$ cat config.mk
export PLATFORM = sky130hd
export DESIGN_NAME = esp32_uart_tx_axil
export DESIGN_NICKNAME = d
export VERILOG_FILES = /design/src/rtl/esp32_uart_pkg.sv /design/src/rtl/esp32_uart_tx_fifo.sv /design/src/rtl/esp32_uart_tx_axil.sv
export SDC_FILE = /design/constraint.sdc
export NUM_CORES = 1
export LEC_CHECK = 0
export BUFFER_PORTS_ARGS = -buffer_cell sky130_fd_sc_hd__buf_2
export CAP_MARGIN = 20
export CELL_PAD_IN_SITES_DETAIL_PLACEMENT = 0
export CELL_PAD_IN_SITES_GLOBAL_PLACEMENT = 1
export CORE_MARGIN = 2
export CORE_UTILIZATION = 25
export CTS_BUF_LIST = sky130_fd_sc_hd__clkbuf_8 sky130_fd_sc_hd__clkbuf_16
export DETAILED_ROUTE_END_ITERATION = 8
export GPL_TIMING_DRIVEN = 0
export PLACE_DENSITY_LB_ADDON = 0.1
export SLEW_MARGIN = 15
export SYNTH_ARGS = -nofsm -noshare
export SYNTH_HDL_FRONTEND = slang
export SYNTH_HIERARCHICAL = 1
export SYNTH_SLANG_ARGS = --single-unit
export TNS_END_PERCENT = 50
$ cat constraint.sdc
create_clock -name clk -period 4 [get_ports clk]
set_input_delay 0 -clock clk [delete_from_list [all_inputs] [get_ports clk]]
set_output_delay 0 -clock clk [all_outputs]
set_load 0.02 [all_outputs]
$ cat src/rtl/esp32_uart_pkg.sv
// Shared definitions for the ESP32 UART Lite link: register map, status bits,
// AXI response codes and the TX master state encoding.
package esp32_uart_pkg;

    localparam logic [3:0] REG_RX_ADDR   = 4'h0;
    localparam logic [3:0] REG_TX_ADDR   = 4'h4;
    localparam logic [3:0] REG_STAT_ADDR = 4'h8;
    localparam logic [3:0] REG_CTRL_ADDR = 4'hC;

    localparam int unsigned STAT_RX_VALID_BIT = 0;
    localparam int unsigned STAT_TX_FULL_BIT  = 3;

    typedef enum logic [1:0] {
        AXI_RESP_OKAY   = 2'b00,
        AXI_RESP_EXOKAY = 2'b01,
        AXI_RESP_SLVERR = 2'b10,
        AXI_RESP_DECERR = 2'b11
    } axi_resp_e;

    typedef enum logic [2:0] {
        TX_IDLE,
        TX_STAT_AR,
        TX_STAT_R,
        TX_WR,
        TX_B
    } tx_state_e;

    // SLVERR and DECERR both have the upper response bit set.
    function automatic logic resp_is_err(input logic [1:0] resp);
        return resp[1];
    endfunction

endpackage

$ cat src/rtl/esp32_uart_tx_fifo.sv
// Synchronous FIFO for the UART TX input path. Full/empty come from a wrap bit
// on the read/write pointers; one_o flags exactly one stored entry.
module uart_tx_fifo #(
    parameter int unsigned DEPTH = 4,
    parameter int unsigned WIDTH = 8
) (
    input  logic             clk,
    input  logic             rst,
    input  logic             push_i,
    input  logic [WIDTH-1:0] data_i,
    input  logic             pop_i,
    output logic [WIDTH-1:0] data_o,
    output logic             full_o,
    output logic             empty_o,
    output logic             one_o
);

    localparam int unsigned PW = $clog2(DEPTH);
    localparam logic [PW:0] ONE = 1;

    logic [PW:0]      wr_q, wr_d, rd_q, rd_d;
    logic [PW:0]      level;
    logic [WIDTH-1:0] mem_q [DEPTH];

    assign empty_o = (wr_q == rd_q);
    assign full_o  = (wr_q[PW] != rd_q[PW]) && (wr_q[PW-1:0] == rd_q[PW-1:0]);
    assign level   = wr_q - rd_q;
    assign one_o   = (level == ONE);
    assign data_o  = mem_q[rd_q[PW-1:0]];

    // Pointer advance on accepted push/pop.
    always_comb begin
        wr_d = wr_q;
        rd_d = rd_q;
        if (push_i && !full_o) wr_d = wr_q + 1'b1;
        if (pop_i && !empty_o) rd_d = rd_q + 1'b1;
    end

    // Pointer registers; reset empties the FIFO.
    always_ff @(posedge clk or posedge rst) begin
        if (rst) begin
            wr_q <= '0;
            rd_q <= '0;
        end else begin
            wr_q <= wr_d;
            rd_q <= rd_d;
        end
    end

    // Storage write; contents need no reset since the pointers gate them.
    always_ff @(posedge clk) begin
        if (push_i && !full_o) mem_q[wr_q[PW-1:0]] <= data_i;
    end

endmodule

$ cat src/rtl/esp32_uart_tx_axil.sv
// AXI4-Lite write-side master feeding bytes to the UART Lite TX FIFO.
// Polls the status register until TX is not full, writes the byte, waits for B.
// Define UART_TX_FIFO_EN to replace the single holding register by a
// FIFO_DEPTH-entry input FIFO.
module esp32_uart_tx_axil
    import esp32_uart_pkg::*;
#(
    parameter int unsigned AXI_DATA_W  = 32,
    parameter logic [3:0]  STAT_ADDR   = REG_STAT_ADDR,
    parameter logic [3:0]  TX_ADDR     = REG_TX_ADDR,
    parameter int unsigned TX_FULL_BIT = STAT_TX_FULL_BIT,
    parameter int unsigned FIFO_DEPTH  = 4
) (
    input  logic                    clk,
    input  logic                    rst,
    input  logic [7:0]              tx_data,
    input  logic                    tx_valid,
    output logic                    tx_ready,
    output logic                    busy,
    output logic                    err,
    input  logic                    err_clr,
    output logic [3:0]              araddr,
    output logic                    arvalid,
    input  logic                    arready,
    input  logic [AXI_DATA_W-1:0]   rdata,
    input  logic [1:0]              rresp,
    input  logic                    rvalid,
    output logic                    rready,
    output logic [3:0]              awaddr,
    output logic                    awvalid,
    input  logic                    awready,
    output logic [AXI_DATA_W-1:0]   wdata,
    output logic [AXI_DATA_W/8-1:0] wstrb,
    output logic                    wvalid,
    input  logic                    wready,
    input  logic [1:0]              bresp,
    input  logic                    bvalid,
    output logic                    bready
);

    tx_state_e  state_q, state_d;
    logic       aw_done_q, aw_done_d, w_done_q, w_done_d;
    logic       err_q, err_d;
    logic       push, pop;
    logic       buf_empty, buf_full, buf_more;
    logic [7:0] buf_data;
    logic       unused_ok;

    assign tx_ready = !rst && !buf_full;
    assign push     = tx_valid && tx_ready;
    assign pop      = (state_q == TX_B) && bvalid;
    assign busy     = (state_q != TX_IDLE) || !buf_empty;
    assign err      = err_q;

`ifdef UART_TX_FIFO_EN
    logic fifo_one;

    uart_tx_fifo #(
        .DEPTH (FIFO_DEPTH),
        .WIDTH (8)
    ) u_fifo (
        .clk     (clk),
        .rst     (rst),
        .push_i  (push),
        .data_i  (tx_data),
        .pop_i   (pop),
        .data_o  (buf_data),
        .full_o  (buf_full),
        .empty_o (buf_empty),
        .one_o   (fifo_one)
    );

    assign buf_more  = !buf_empty && !fifo_one;
    assign unused_ok = ^{rdata, rresp[0], bresp[0]};
`else
    logic       hold_vld_q, hold_vld_d;
    logic [7:0] hold_q, hold_d;

    // Single holding register: filled on accept, emptied on write response.
    always_comb begin
        hold_vld_d = hold_vld_q;
        hold_d     = hold_q;
        if (pop) hold_vld_d = 1'b0;
        if (push) begin
            hold_vld_d = 1'b1;
            hold_d     = tx_data;
        end
    end

    // Holding register state.
    always_ff @(posedge clk or posedge rst) begin
        if (rst) begin
            hold_vld_q <= 1'b0;
            hold_q     <= '0;
        end else begin
            hold_vld_q <= hold_vld_d;
            hold_q     <= hold_d;
        end
    end

    assign buf_empty = !hold_vld_q;
    assign buf_full  = hold_vld_q;
    assign buf_more  = 1'b0;
    assign buf_data  = hold_q;
    assign unused_ok = ^{rdata, rresp[0], bresp[0], 32'(FIFO_DEPTH)};
`endif

    // State, write-handshake flags and sticky error.
    always_ff @(posedge clk or posedge rst) begin
        if (rst) begin
            state_q   <= TX_IDLE;
            aw_done_q <= 1'b0;
            w_done_q  <= 1'b0;
            err_q     <= 1'b0;
        end else begin
            state_q   <= state_d;
            aw_done_q <= aw_done_d;
            w_done_q  <= w_done_d;
            err_q     <= err_d;
        end
    end

    // Next state; IDLE also reacts to a same-cycle accept so arvalid follows
    // the accepting edge directly.
    always_comb begin
        state_d   = state_q;
        aw_done_d = 1'b0;
        w_done_d  = 1'b0;
        err_d     = err_clr ? 1'b0 : err_q;
        unique case (state_q)
            TX_IDLE:    if (!buf_empty || push) state_d = TX_STAT_AR;
            TX_STAT_AR: if (arready) state_d = TX_STAT_R;
            TX_STAT_R: begin
                if (rvalid) begin
                    if (resp_is_err(rresp)) begin
                        err_d   = 1'b1;
                        state_d = TX_STAT_AR;
                    end else if (rdata[TX_FULL_BIT]) begin
                        state_d = TX_STAT_AR;
                    end else begin
                        state_d = TX_WR;
                    end
                end
            end
            TX_WR: begin
                aw_done_d = aw_done_q || awready;
                w_done_d  = w_done_q || wready;
                if (aw_done_d && w_done_d) state_d = TX_B;
            end
            TX_B: begin
                if (bvalid) begin
                    if (resp_is_err(bresp)) err_d = 1'b1;
                    state_d = (buf_more || push) ? TX_STAT_AR : TX_IDLE;
                end
            end
            default: state_d = TX_IDLE;
        endcase
    end

    // AXI channel outputs decoded from state.
    always_comb begin
        arvalid = (state_q == TX_STAT_AR);
        araddr  = arvalid ? STAT_ADDR : '0;
        rready  = (state_q == TX_STAT_R);
        awvalid = (state_q == TX_WR) && !aw_done_q;
        awaddr  = awvalid ? TX_ADDR : '0;
        wvalid  = (state_q == TX_WR) && !w_done_q;
        wdata   = '0;
        wstrb   = '0;
        if (wvalid) begin
            wdata[7:0] = buf_data;
            wstrb[0]   = 1'b1;
        end
        bready  = (state_q == TX_B);
    end

endmodule

# After elaboration in Yosys (flattened, before gate mapping)
# Index checks and enable logic that the tools add are counted.
classes:
  eq_ne: 9
  div: 0
  shifts: 0
  mul: 0
  magnitude_cmp: 0
  add_sub_neg: 0
  reduce_logical: 18
  n_mux: 23
  n_bitwise: 0
op_table:
  columns: ["op", "count"]
  rows:
  - ["$mux W3", 6]
  - ["$pmux W3 S5", 1]
  - ["$mux W1", 11]
  - ["$mux W8", 1]
  - ["$ne A2 B2 Y1 const B", 4]
  - ["$eq A3 B2 Y1 const B", 2]
  - ["$logic_and A1 B1 Y1", 6]
  - ["$reduce_and A5 Y1", 1]
  - ["$logic_not A1 Y1", 4]
  - ["$logic_or A1 B1 Y1", 4]
  - ["$mux W2", 2]
  - ["$mux W4", 1]
  - ["$eq A3 B1 Y1 const B", 1]
  - ["$eq A3 B3 Y1 const B", 1]
  - ["$logic_not A3 Y1", 1]
  - ["$reduce_bool A3 Y1", 1]
  - ["$ne A2 B1 Y1 const B", 1]
  - ["$pmux W1 S2", 1]
  - ["$reduce_bool A2 Y1", 1]
totals:
  romBits: 0
  wordCells: 56
  out_inout_bits: 52
  regBits: 15
  ram_bits: 0
  mem_count: 0
  latch_bits: 0

# Depth between registers and ports, before layout
logic_depth:
  word_depth: 6
  mapped_depth: 5

# Worst setup path before layout
# OpenSTA, ideal clock, no wires.
synth_timing:
  path_type: "register -> register"
  start: "reg state_q[0]"
  end: "reg state_q[1]"
  n_path_buf: 0
  required_ps: 3875
  stages_incl_launch_ff: 5
  slack_ps: 2322
  arrival_time_ps: 1552
  period_less_slack_ps: 1678
  cell_sequence: "dfrtp_1 > or4_4 > a21oi_2 > nand3b_4 > mux2_4"
synth_between:
  elab_chain_len: 3
  word_cells_on_any_way: 12
  classes_between: "eq/ne: 9; mux: 1; reduce/logical: 2"
synth_lines:
  columns: ["item", "line_no", "rtl"]
  rows:
  - ["from (decl)", "esp32_uart_tx_axil.sv:41", "tx_state_e state_q, state_d;"]
  - ["from (signal assigned)", "esp32_uart_tx_axil.sv:116", "state_q <= state_d;"]
  - ["$eq A3 B2 Y1 (tied with other cells)", "esp32_uart_tx_axil.sv:130", "unique case (state_q)"]
  - ["$ne A2 B2 Y1 (no source line) or $ne A2 B1 Y1 (tied branches)", null, null]
  - ["$reduce_and A5 Y1 (no source line)", null, null]
# Several ways; a longest one is shown, not always the timed one.
# A chain may end at the register's enable or synchronous reset.

# Final worst setup path
layout_timing:
  start: "reg state_q[2]"
  end: "out wdata[5]"
layout_between:
  elab_chain_len: 3
layout_lines:
  columns: ["item", "line_no", "rtl"]
  rows:
  - ["$eq A3 B2 Y1", "esp32_uart_tx_axil.sv:167", "wvalid = (state_q == TX_WR) && !w_done_q;"]
  - ["$logic_and A1 B1 Y1", "esp32_uart_tx_axil.sv:167", null]
  - ["$mux W8", "esp32_uart_tx_axil.sv:170", "if (wvalid) begin"]
  - ["to (decl)", "esp32_uart_tx_axil.sv:32", "output logic [AXI_DATA_W-1:0] wdata,"]
# Every way passes these cells.

==> summary.md <==
| Metric | Value |
|---|---|
| Outcome | `finished, final reports clean` |
| Family with the most delay on the worst path | `simple AND/OR/NAND/NOR gates` |
| Number of setup buffers added after CTS | `0` |
| Final slew viol count | `0` |
| Worst path arrival time | `1.82 ns` |
| CP Buf/Inv Count | `1` |
| Met2 routed WL | `around 1.1 mm` |
| Met3 wire length | `approximately 190 um` |
| CTS sink count | `15` |
| Die W | `between 60 and 70 um` |
| Post-Synth XOR/XNOR Area | `0` |
| Final setup fails | `0` |
| Row Count | `23` |
| Synth Warn # | `6` |
| Worst VDD drop | `0.000253 V` |
| DR vias/cell | `3.65` |
| Max Fclk | `about 550 MHz` |
| CP Depth | `4` |
| Main combinational cell family by area after synthesis | `buffers and inverters` |
| Synth async-reset ratio | `1.00` |
| Initial antenna violation count | `0` |
| Cell Area, Placed | `approximately 0.0014 mm2` |
| Util after Layout | `0.397` |
| Crit path largest cell delay | `0.50 ns` |
| Number of synthesized flops with an enable pin | `0` |
| Register area share after synthesis | `0.366` |
| Wire per inst | `roughly 9.0 um` |
| Vias in the first global route | `~780` |
| Worst-path cell chain | `nand3b_1, nor2_1, and2_1, buf_2` |
| TritonCTS clock tree | `built` |
| Crit Reg-Reg Startpoint | `state_q[0]$_DFFE_PP0P_` |
| Grt ovf | `0` |
| Hold slack | `~0.0086 ns` |
| Crit end category | `output port` |
| Synth top area cells | `dfrtp_1 37%, buf_4 26%, mux2_2 8.8%` |
| Synth unique cells | `28` |
| # hold bufs at CTS | `13` |
| Gr usage total | `0.0945` |
| Pleak | `0.909 nW` |
| CP Max Fanout | `10` |
| Slew HR | `0.588` |
| Clock-pin slew on the worst setup and hold paths | `about 0.06 ns` |
| Synth Instances | `approximately 100` |
| Required @ worst endpoint | `approximately 4 ns` |
| Post-Syn Area | `approximately 0.0010 mm2` |
| Max stage delay cell, worst path | `nor2_1` |
| Dpl hpwl | `1.69 mm` |
| DRT Wirelength | `2.16 mm` |
| Die height | `between 60 and 70 um` |
| Post-Synth Adder-Cell Area | `0` |
| Mux share of post-synthesis cell area | `0.102` |
| Hold crit path type | `input port to flop` |
| Actual slew at the worst max-slew pin | `0.617 ns` |
| Top-count cell post-synth | `buf_4` |
| Worst R2R Path Depth | `4` |
| Io pins | `105` |
| Port bufs | `38` |
| Post-route cell area | `roughly 0.0016 mm2` |
| Final Net Count | `244` |
| Pin count of the biggest net entering global routing | `17` |
| Clk buf depth | `2` |
| FF-to-FF setup slack | `2.29 ns` |
| Post-synthesis compound-gate area fraction | `0.0805` |
| Ant diodes | `0` |
| Seq cells post-synth | `15` |
| DR iter-0 viols | `7` |
| Startpoint Class | `flop` |
| Detail Route Antenna Nets | `0` |
| MaxCap Viol Count | `0` |
| Top cell type by total area after synthesis | `dfrtp_1` |
| Drt pass-1 iters | `4` |
| CP Class | `flop to output port` |
| Share of cells above drive strength 1 | `0.495` |
| Most frequent cells after synthesis | `36 x buf_4, 15 x dfrtp_1, 8 x and2_1, 8 x mux2_2, 8 x nor2_1` |
| Latest clock arrival within the worst-skew pair | `between 0.2 and 0.3 ns` |
| Post-CTS sizing | `0` |
| Top-area cell type share of the netlist area | `0.366` |
| Final GP Congestion | `approximately 0.6` |
| Worst setup path end | `wdata[5]` |
| DRC | `0` |
| Pwr Density | `around 540 mW/mm2` |
| Worst Skew | `around 0.001 ns` |
| Global-route wire length before repair | `approximately 3.3 mm` |
| Area grow syn2layout | `53.8%` |
| Top Metal Used | `met4` |
| Post-Syn Area per Cell | `~10 um2` |
| M1 wire length | `between 800 and 900 um` |
| Final-report hold violation count | `0` |
| FF-to-FF End | `state_q[1]$_DFFE_PP0P_` |
| Crit share post-route | `0.454` |
| Setup_tns | `0 ns` |
| Vias | `~900` |
| Initial Util | `0.258` |
| Critical Path Start | `state_q[2]$_DFFE_PP0P_` |
| Total power | `857 uW` |
| Dominant synthesized flop cell | `dfrtp_1` |
| Total CTS buffers | `3` |
| Tmin final | `between 1.5 and 2 ns` |
| Root buf cell | `clkbuf_8` |
| Die ar. | `about 0.0046 mm2` |
| Synth Area in Simple Gates | `0.165` |
| RSZ-0062 raised after global routing | `no` |
| Htree depth | `1` |
| Std-Cell Core Area | `0.00397 mm2` |
## cell usage in the layout, fill, tap and decap left out, types with 2 or more instances in the layout
cell | Yosys | routed
clkbuf_8 | 0 | 3
buf_2 | 1 | 39
nand2b_1 | 2 | 2
dfrtp_1 | 15 | 15
nor2_1 | 8 | 8
conb_1 | 1 | 33
buf_4 | 36 | 36
mux2_2 | 8 | 8
inv_1 | 4 | 4
and2_1 | 8 | 8
nand2_1 | 2 | 2
dlygate4sd3_1 | 0 | 13
## routing by layer
metal | vias up | GRT usage
met5 | - | 0
met1 | 386 | 0.100
met2 | 40 | 0.176
li1 | 447 | -
met3 | 2 | 0.0197
met4 | 0 | 0.0450
## cells by family (layout without fill, tap and decap cells)
logic type / count (synthesis) / after routing
AO/OA/AOI/OAI: 10 / 10
flip-flops: 15 / 15
buffers and inverters: 41 / 96
AND/OR/NAND/NOR: 27 / 27
multiplexers: 9 / 9
other: 1 / 33
## per-stage QoR
step / worst slack (ns) / instances
detailed placement: 2.31 / 223
finish: 2.18 / 240
floorplan: 2.32 / 135
global placement: 2.31 / 223
CTS: 2.13 / 240
global route: 1.96 / 240
## worst min-delay path: stages
cell	delay, ns
buf_2	0.09
a32oi_1	0.08
nand2_1	0.05
## cell type report
cell class / count / area [um2]
Inverter: 4 / 15.0
Fill cell: 434 / 2390
Multi-Input combinational cell: 79 / 480
Sequential cell: 15 / 375
Clock buffer: 3 / 41.3
Tap cell: 50 / 62.6
Buffer: 37 / 275
Clock inverter: 1 / 7.51
Timing Repair Buffer: 51 / 320
## power breakdown
group | switching (mW) | internal (mW)
clock network | 0.0555 | 0.0699
logic | 0.238 | 0.220
registers | 0.0526 | 0.221
total | 0.346 | 0.511
## worst min path at each step
stage | start | endpoint | slack (ns) | depth (start not counted)
2_1_floorplan | rst | aw_done_q$_DFF_PP0_ | -0.08 | 1
3_3_place_gp | rst | err$_DFF_PP0_ | 0.14 | 2
3_5_place_dp | rst | err$_DFF_PP0_ | 0.14 | 2
4_1_cts | rresp[1] | err$_DFF_PP0_ | 0.003 | 3
5_1_grt | rresp[1] | err$_DFF_PP0_ | 0.04 | 3
6_report | rresp[1] | err$_DFF_PP0_ | 0.009 | 3
## sequential cells by signal (all words and copies together), names as in the netlist
signal and flops:
aw_done_q 1, buf_data 8, buf_full 1, err 1
state_q 3, w_done_q 1
No activity file was read; power rests on OpenSTA's default activity.
